File: config.mk
export PLATFORM = sky130hd
export DESIGN_NAME = muladd_row_sched
export DESIGN_NICKNAME = d
export VERILOG_FILES = /design/src/rtl/muladd_row_sched.sv
export SDC_FILE = /design/constraint.sdc
export NUM_CORES = 1
export LEC_CHECK = 0
export ABC_AREA = 1
export ABC_CLOCK_PERIOD_IN_PS = 2400
export CAP_MARGIN = 20
export CORE_UTILIZATION = 56
export CTS_BUF_LIST = sky130_fd_sc_hd__clkbuf_4 sky130_fd_sc_hd__clkbuf_8 sky130_fd_sc_hd__clkbuf_16
export DETAILED_ROUTE_END_ITERATION = 10
export PLACE_DENSITY_LB_ADDON = 0.3
export SLEW_MARGIN = 25
export SYNTH_ARGS = -nofsm -noshare
export SYNTH_HDL_FRONTEND = slang
export SYNTH_SLANG_ARGS = --single-unit
File: constraint.sdc
create_clock -name clk_data -period 2.4 [get_ports clk_data]
set_input_delay 0.36 -clock clk_data [delete_from_list [all_inputs] [get_ports clk_data]]
set_output_delay 0.36 -clock clk_data [all_outputs]
set_load 0.005 [all_outputs]
File: src/rtl/muladd_row_sched.sv
// muladd_row_sched
// Row scheduler sitting in front of the MulAdd processing element.
// Incoming load words are packed into ROW_LEN-word rows inside a two-bank
// ping-pong buffer. Complete rows are offered to the PE over a valid/ready
// handshake together with their index inside the frame and first/last flags.
// Result strobes coming back from the PE are counted; once a whole frame of
// ROWS rows has been answered a one-cycle frame_done_o pulse is produced.
//
// Ports:
//   clk_data        sole clock, rising edge
//   rst_n           asynchronous active-low reset
//   load_en_i       load word valid this cycle
//   load_payload_i  load word
//   pe_row_valid_o  row offered to PE
//   pe_row_ready_i  PE accepts the offered row
//   pe_row_data_o   row data, lane 0 = first word received
//   pe_row_idx_o    row index within the frame
//   pe_first_o      offered row is index 0
//   pe_last_o       offered row is index ROWS-1
//   result_valid_i  PE result strobe, one per row
//   busy_o          FSM not idle or any bank holding a full row
//   frame_done_o    one-cycle pulse when a frame is complete
//   overflow_o      sticky: a load word was dropped
//   proto_err_o     sticky: unexpected result strobe
//   clr_err_i       clears both sticky flags
module muladd_row_sched #(
   parameter  int DATA_W  = 32,
   parameter  int ROW_LEN = 8,
   parameter  int ROWS    = 8,
   localparam int IDX_W   = (ROWS > 1) ? $clog2(ROWS) : 1,
   localparam int WC_W    = (ROW_LEN > 1) ? $clog2(ROW_LEN) : 1,
   localparam int RC_W    = $clog2(ROWS + 1)
) (
   input  logic                      clk_data,
   input  logic                      rst_n,
   input  logic                      load_en_i,
   input  logic [DATA_W-1:0]         load_payload_i,
   output logic                      pe_row_valid_o,
   input  logic                      pe_row_ready_i,
   output logic [ROW_LEN*DATA_W-1:0] pe_row_data_o,
   output logic [IDX_W-1:0]          pe_row_idx_o,
   output logic                      pe_first_o,
   output logic                      pe_last_o,
   input  logic                      result_valid_i,
   output logic                      busy_o,
   output logic                      frame_done_o,
   output logic                      overflow_o,
   output logic                      proto_err_o,
   input  logic                      clr_err_i
);

   typedef enum logic [1:0] {
      IDLE  = 2'd0,
      RUN   = 2'd1,
      DRAIN = 2'd2
   } state_t;

   state_t                    state;
   logic [ROW_LEN*DATA_W-1:0] bank_data [2];
   logic [1:0]                bank_full;
   logic [WC_W-1:0]           word_cnt;
   logic                      wr_bank;
   logic                      rd_bank;
   logic [IDX_W-1:0]          row_idx;
   logic [RC_W-1:0]           result_cnt;

   logic                      handshake;
   logic                      word_accept;
   logic                      word_drop;
   logic [RC_W-1:0]           issued_cnt;
   logic                      strobe_ok;
   logic                      strobe_bad;

   // Rows held while draining stay invisible to the PE so that a new frame
   // cannot start before the previous one has been fully answered.
   assign pe_row_valid_o = bank_full[rd_bank] && (state != DRAIN);
   assign pe_row_data_o  = bank_data[rd_bank];
   assign pe_row_idx_o   = row_idx;
   assign pe_first_o     = pe_row_valid_o && (row_idx == '0);
   assign pe_last_o      = pe_row_valid_o && (row_idx == IDX_W'(ROWS - 1));
   assign busy_o         = (state != IDLE) || (|bank_full);

   assign handshake   = pe_row_valid_o && pe_row_ready_i;
   assign word_accept = load_en_i && !bank_full[wr_bank];
   assign word_drop   = load_en_i && bank_full[wr_bank];

   // Rows issued so far in this frame: row_idx counts them while running,
   // and once the last row has gone out it has wrapped back to zero, so the
   // drain state stands for a full frame.
   always_comb begin
      issued_cnt = RC_W'(row_idx);
      if (state == DRAIN) begin
         issued_cnt = RC_W'(ROWS);
      end
   end

   assign strobe_ok  = result_valid_i && (state != IDLE) && (result_cnt < issued_cnt);
   assign strobe_bad = result_valid_i && !strobe_ok;

   // Write side: pack words into the current bank and flip banks on a full row.
   // Read side: free the bank and advance the row index on each handshake.
   // A bank can never be set and cleared in the same cycle because setting
   // requires it to be empty and clearing requires it to be full.
   always_ff @(posedge clk_data or negedge rst_n) begin
      if (!rst_n) begin
         bank_data[0] <= '0;
         bank_data[1] <= '0;
         bank_full    <= '0;
         word_cnt     <= '0;
         wr_bank      <= 1'b0;
         rd_bank      <= 1'b0;
         row_idx      <= '0;
      end else begin
         if (word_accept) begin
            bank_data[wr_bank][word_cnt*DATA_W +: DATA_W] <= load_payload_i;
            if (word_cnt == WC_W'(ROW_LEN - 1)) begin
               bank_full[wr_bank] <= 1'b1;
               word_cnt           <= '0;
               wr_bank            <= ~wr_bank;
            end else begin
               word_cnt <= word_cnt + 1'b1;
            end
         end
         if (handshake) begin
            bank_full[rd_bank] <= 1'b0;
            rd_bank            <= ~rd_bank;
            if (row_idx == IDX_W'(ROWS - 1)) begin
               row_idx <= '0;
            end else begin
               row_idx <= row_idx + 1'b1;
            end
         end
      end
   end

   // Frame FSM and result counting. The frame closes on the strobe that
   // brings result_cnt to ROWS, so the done pulse and the return to IDLE
   // happen on the same edge as that strobe.
   always_ff @(posedge clk_data or negedge rst_n) begin
      if (!rst_n) begin
         state        <= IDLE;
         result_cnt   <= '0;
         frame_done_o <= 1'b0;
      end else begin
         frame_done_o <= 1'b0;
         case (state)
            IDLE: begin
               if (handshake) begin
                  state <= (ROWS == 1) ? DRAIN : RUN;
               end
            end
            RUN: begin
               if (handshake && (row_idx == IDX_W'(ROWS - 1))) begin
                  state <= DRAIN;
               end
            end
            DRAIN: begin
               if (strobe_ok && (result_cnt == RC_W'(ROWS - 1))) begin
                  state        <= IDLE;
                  frame_done_o <= 1'b1;
               end
            end
            default: state <= IDLE;
         endcase
         if (strobe_ok) begin
            if ((state == DRAIN) && (result_cnt == RC_W'(ROWS - 1))) begin
               result_cnt <= '0;
            end else begin
               result_cnt <= result_cnt + 1'b1;
            end
         end
      end
   end

   // Sticky error flags: a clear is applied first so that a set event in the
   // same cycle takes priority.
   always_ff @(posedge clk_data or negedge rst_n) begin
      if (!rst_n) begin
         overflow_o  <= 1'b0;
         proto_err_o <= 1'b0;
      end else begin
         if (clr_err_i) begin
            overflow_o  <= 1'b0;
            proto_err_o <= 1'b0;
         end
         if (word_drop) begin
            overflow_o <= 1'b1;
         end
         if (strobe_bad) begin
            proto_err_o <= 1'b1;
         end
      end
   end

endmodule

**Word level (Yosys, flattened, before mapping)**

Index checks and enable logic that the tools add are counted.

- Register bits after elaboration: 531
- Latch bits: 0
- Bits in writable memories: 0
- Memory bits (read-only): 0
- Input bits: 38
- Output and inout port bits: 266
- Memories kept: 0

- Add/subtract/negate cells: 4
- Multiply operators: 0
- Divide/modulo/power cells: 0
- $lt $le $gt $ge: 8
- Equal/unequal tests: 9
- Shift operators: 2
- Muxes and demuxes: 30
- Bitwise operators: 7
- Reductions and logical operators: 26

Operators with widths:

| operator | count |
|---|---|
| $mux W256 | 4 |
| $bwmux W512 | 1 |
| $demux W256 S1 | 1 |
| $shift A32 B34 Y256 const A | 1 |
| $shiftx A32 B34 Y256 | 1 |
| $neg A8 Y34 | 1 |
| $logic_and A1 B1 Y1 | 15 |
| $mux W2 | 6 |
| $mux W1 | 11 |
| $mux W4 | 2 |
| $add A3 B1 Y3 const B | 2 |
| $eq A3 B3 Y1 const B | 2 |
| $mux W3 | 2 |
| $ne A2 B2 Y1 const B | 3 |
| $pmux W2 S3 | 1 |
| $reduce_bool A2 Y1 | 3 |
| $add A4 B1 Y4 const B | 1 |
| $eq A4 B3 Y1 const B | 1 |
| $ge A2 B2 Y1 const B | 2 |
| $lt A1 B2 Y1 const B | 2 |
| $lt A4 B4 Y1 | 1 |
| $not A1 Y2 | 2 |
| $logic_not A3 Y1 | 1 |
| $reduce_and A3 Y1 | 1 |
| 15 further kinds | 19 |

**Depth between registers and ports, before layout**

- Depth after elaboration: 9
- Mapped depth: 11

**Worst setup path after synthesis**

No wires, ideal clock.

- Path type: reg-to-reg
- From: register word_cnt[0]
- To: register bank_data[261] (netlist bit)
- Data arrival time: 1.910 ns
- Required time: 2.268 ns
- Setup slack: 0.358 ns
- Cell stages (with the launch flop): 11
- Period minus slack after synthesis: 2.042 ns
- Path through: dfrtp_1 > inv_2 > ha_1 > ha_1 > inv_2 > nand2_2 > nor3b_2 > nand2_2 > clkbuf_1 > nand2_1 > o21ai_0

- Longest elaborated chain between the ends: 5
- Elaborated cells between the ends (all ways): 6
- Those cells by class: add/sub: 1; shift: 2; mux: 3

Ends and longest elaborated chain:

| what | RTL line | source |
|---|---|---|
| start: declaration | 61 | `logic [WC_W-1:0] word_cnt;` |
| start signal: assignment | 121 | `word_cnt <= word_cnt + 1'b1;` |
| $neg A8 Y34 (*) | 115 | `bank_data[wr_bank][word_cnt*DATA_W +: DATA_W] <= load_payload_i;` |
| $shift A32 B34 Y256 | 115 |  |
| $mux W256 (not written as such) | 115 |  |
| $demux W256 S1 | 115 |  |
| $bwmux W512 (*) | 115 |  |
| end signal: indexed assignment | 115 |  |
| end: declaration | 59 | `logic [ROW_LEN*DATA_W-1:0] bank_data [2];` |

Mark *: on every way between the ends. The rest lies on a longest branch, timed or not.
A chain may end at the register's enable or synchronous reset.

**Worst setup path in the final report**

- From: register rd_bank
- To: output port pe_row_data_o[91]

- Longest elaborated chain between the ends: 4

Ends and longest elaborated chain:

| what | RTL line | source |
|---|---|---|
| start: declaration | 63 | `logic rd_bank;` |
| start signal: assignment | 126 | `rd_bank <= ~rd_bank;` |
| $not A1 Y2 (not written as such) | 77 | `assign pe_row_data_o = bank_data[rd_bank];` |
| $mux W256 (not written as such) (3 in a row) | 77 |  |
| end: declaration | 40 | `output logic [ROW_LEN*DATA_W-1:0] pe_row_data_o,` |

No other way between the ends. The select of a mux whose other input is x is not followed.

==> results_dict.tcl <==
set metrics [dict create \
    status "finished with violations" \
    violations "setup timing" \
    synthesis.area_um2 24100 \
    slew_headroom_pct 53.90 \
    syn_to_final_growth_pct 30.99 \
    arrival_ps 2300 \
    drive_above_1_share_pct 17.77 \
    critPathMaxFanout 10 \
    maxSlewViolCount 0 \
    gp_routability_congestion 0.8878 \
    grt_max_degree 97 \
    globalRouteTotalUtil_pct 36.79 \
    critical_path.endpoint_type "primary output" \
    layout_min_cycle_time_ps 2662 \
    h-tree-depth 2 \
    synth_top_family_by_area "simple AND/OR/NAND/NOR gates" \
    synth.area.mux_share_pct 0 \
    p_leak_uw 0.01650 \
    vias 23690 \
    ios 304 \
    clockRootBuffer "clkbuf_16" \
    reg2reg_to "bank_data[302]" \
    setup_violations 168 \
    ys_ff_latch 531 \
    drt-vias-per-instance 5.888 \
    core_region_area_um2 42230 \
    clock_sinks 531 \
    initial_core_util_pct 57.08 \
    clock_path_buffers 3 \
    numCtsBuffers 55 \
    synth_cells 3074 \
    syn_nets 3126 \
    placedCellCount 3810 \
    holdCritPathClass "primary input to asynchronous set/reset pin" \
    fin_ws_ps -261.8 \
    rrSetupSlack_ps 40 \
    r2r_cells 9 \
    first_pass_iters 7 \
    ir_drop_uv 849.5 \
    fin_area_um2 31570 \
    grt_pass1_wl_mm 123.2 \
    detail-route-antenna-nets 0 \
    wirelength_mm 86.74 \
    synth_fa_ha_area_share_pct 0.7267 \
    placed_area_um2 27860 \
    drcViolationCount 0 \
    fin_nets 3491 \
    maxCapViolations 0 \
    first_global_vias 21950 \
    worstMarginPinSlew_ps 691.5 \
    antenna_found_initial 4 \
    rsz0062_at_grt "yes" \
    yosysWarnings 0 \
    fmax_ghz 0.3757 \
    period_share_pct 110.9 \
    fin_cells 4023 \
    crit_type "flop to primary output" \
    die_w_um 209.5 \
    wl_per_cell_um 21.56 \
    critPathRequiredTime_ps 2040 \
    drt-initial-drc-count 3136 \
    finalHoldViolations 0 \
    synth.distinct_cells 27 \
    yosys.area_share.simple_pct 24.77 \
    synth-xor-area-share_pct 0.07267 \
    power_density_nw_per_um2 1368 \
    fin_skew_ps 23.05 \
    clk_pin_slew_ps 60 \
    numPortBuffers 303 \
    cts_tree "done" \
    ys_seq_area_share_pct 55.13 \
    r2r_start "word_cnt[1]" \
    die_area_um2 43880 \
    startpoint_type "flop" \
    die_h_um 209.5 \
    grt_overflow 0 \
    hpwl_mm 51.55 \
    clk_latency_ps 640 \
    synth_area_per_cell_um2 7.841 \
    rows 75 \
    synth_compound_area_share_pct 12.39 \
]
worst max-delay path, cell delays in order, from the launching register on:
cell and delay (ps):
dfrtp_4 490, buf_12 170, inv_16 90, buf_16 140, buf_6 150, nand2_1 50, nand2_1 70, clkdlybuf4s50_1 500
Yosys cell counts (all sizes together):
cell type / instances / area share (%)
xor2: 1 / 0.036
clkbuf: 109 / 1.7
nor3b: 1 / 0.052
buf: 77 / 1.8
nand4: 2 / 0.078
nor2: 202 / 3.7
nand2: 1282 / 20
inv: 217 / 3.4
clkinv: 1 / 0.016
ha: 14 / 0.73
dfrtp: 531 / 55
o21ai: 550 / 11
xnor2: 1 / 0.036
nand3: 43 / 0.94
a21oi: 43 / 0.97
cells in the final DEF (no fill, tap or decap), types with 10 or more instances in the layout:
cell type / synthesis / routed
nor2_1: 182 / 179
buf_2: 43 / 31
buf_12: 0 / 35
clkbuf_4: 0 / 15
clkbuf_8: 0 / 12
o21ai_4: 0 / 14
inv_1: 206 / 206
o21ai_2: 0 / 22
nand2_2: 6 / 102
inv_2: 11 / 10
dlygate4sd2_1: 0 / 46
o21ai_0: 498 / 427
buf_16: 0 / 15
clkinv_2: 0 / 14
nand2_4: 0 / 25
a21oi_1: 38 / 38
nand2_1: 1276 / 1155
nand3_1: 42 / 41
ha_1: 14 / 14
buf_8: 0 / 11
clkbuf_16: 0 / 66
dlymetal6s2s_1: 0 / 44
dfrtp_1: 531 / 530
nor2_2: 12 / 15
clkdlybuf4s15_1: 0 / 12
clkbuf_2: 0 / 71
buf_4: 16 / 93
buf_6: 5 / 35
o21ai_1: 52 / 87
clkdlybuf4s50_1: 0 / 81
report_power, final:
part | internal, µW | switching, µW
sequential | 12000 | 1680
clock | 4920 | 3650
combinational | 8510 | 12400
repair_timing:
action / 4_1_cts / 5_1_grt
pin swaps: 12 / 20
gates resized for setup: 506 / 386
endpoints found under the hold margin: 53 / 0
hold buffers: 1 / 0
setup endpoints to repair: 259 / 331
gates cloned: 12 / 15
buffers inserted: 29 / 54
worst max-delay path by stage:
| stage | to | slack (ps) | cells past startpoint | start |
|---|---|---|---|---|
| after floorplan | bank_data[261] | 360 | 10 | word_cnt[0] |
| after CTS | pe_row_data_o[178] | -310 | 5 | rd_bank |
| after detailed placement | bank_data[120] | -40 | 7 | load_en_i |
| final | pe_row_data_o[91] | -260 | 7 | rd_bank |
| after global routing | pe_row_data_o[133] | -290 | 6 | rd_bank |
| after global placement | bank_data[98] | 30 | 7 | load_en_i |
per-layer routing:
metal  GRT usage (%)  part of all wire, %  vias to the layer above
met5               0                0.050                        -
met4           20.06                  6.3                        6
met3           7.811                   11                      333
met2           55.15                   45                     1622
met1           50.44                   37                    11400
li1                -                    -                    10320
per-stage QoR:
stage | TNS [ps] | setup WS [ps] | utilization (%) | hold slack, ps | power [µW]
floorplan | 0 | 357.9 | - | 64.41 | 21740
global placement | 0 | 28.46 | 65.99 | 380.8 | 29690
detailed placement | -62.90 | -39.98 | 65.99 | 383.8 | 30280
CTS | -23420 | -313.5 | 72.07 | 346.3 | 39990
global route | -25760 | -293.4 | 74.77 | 352.8 | 45160
finish | -20040 | -261.8 | 74.77 | 321.0 | 43200
final cells by class:
class                   count  area (µm²)
well taps                 539       674.4
repair buffers            491        5090
clock buffers              82        1672
clock inverters            19       141.4
fillers                  2889       10650
inverters                 218       837.1
flip-flops and latches    531       13290
diodes                      1       2.502
repair inverters            3       36.28
multi-input cells        2139        9829
cells by family (layout without fill, tap and decap cells):
group | Yosys count | count (layout)
xor+xnor | 2 | 2
fa+ha+maj | 14 | 14
flops | 531 | 531
other cells | 0 | 1
buf+inv | 404 | 813
compound gates | 593 | 593
simple gates | 1530 | 1530
sequential cells by signal, indices dropped and copies added (netlist names), 2 cells and up:
signal        cells
word_cnt          3
state             2
result_cnt        4
bank_data       512
pe_row_idx_o      3
bank_full         2
Power figures use the tool's default switching activity.
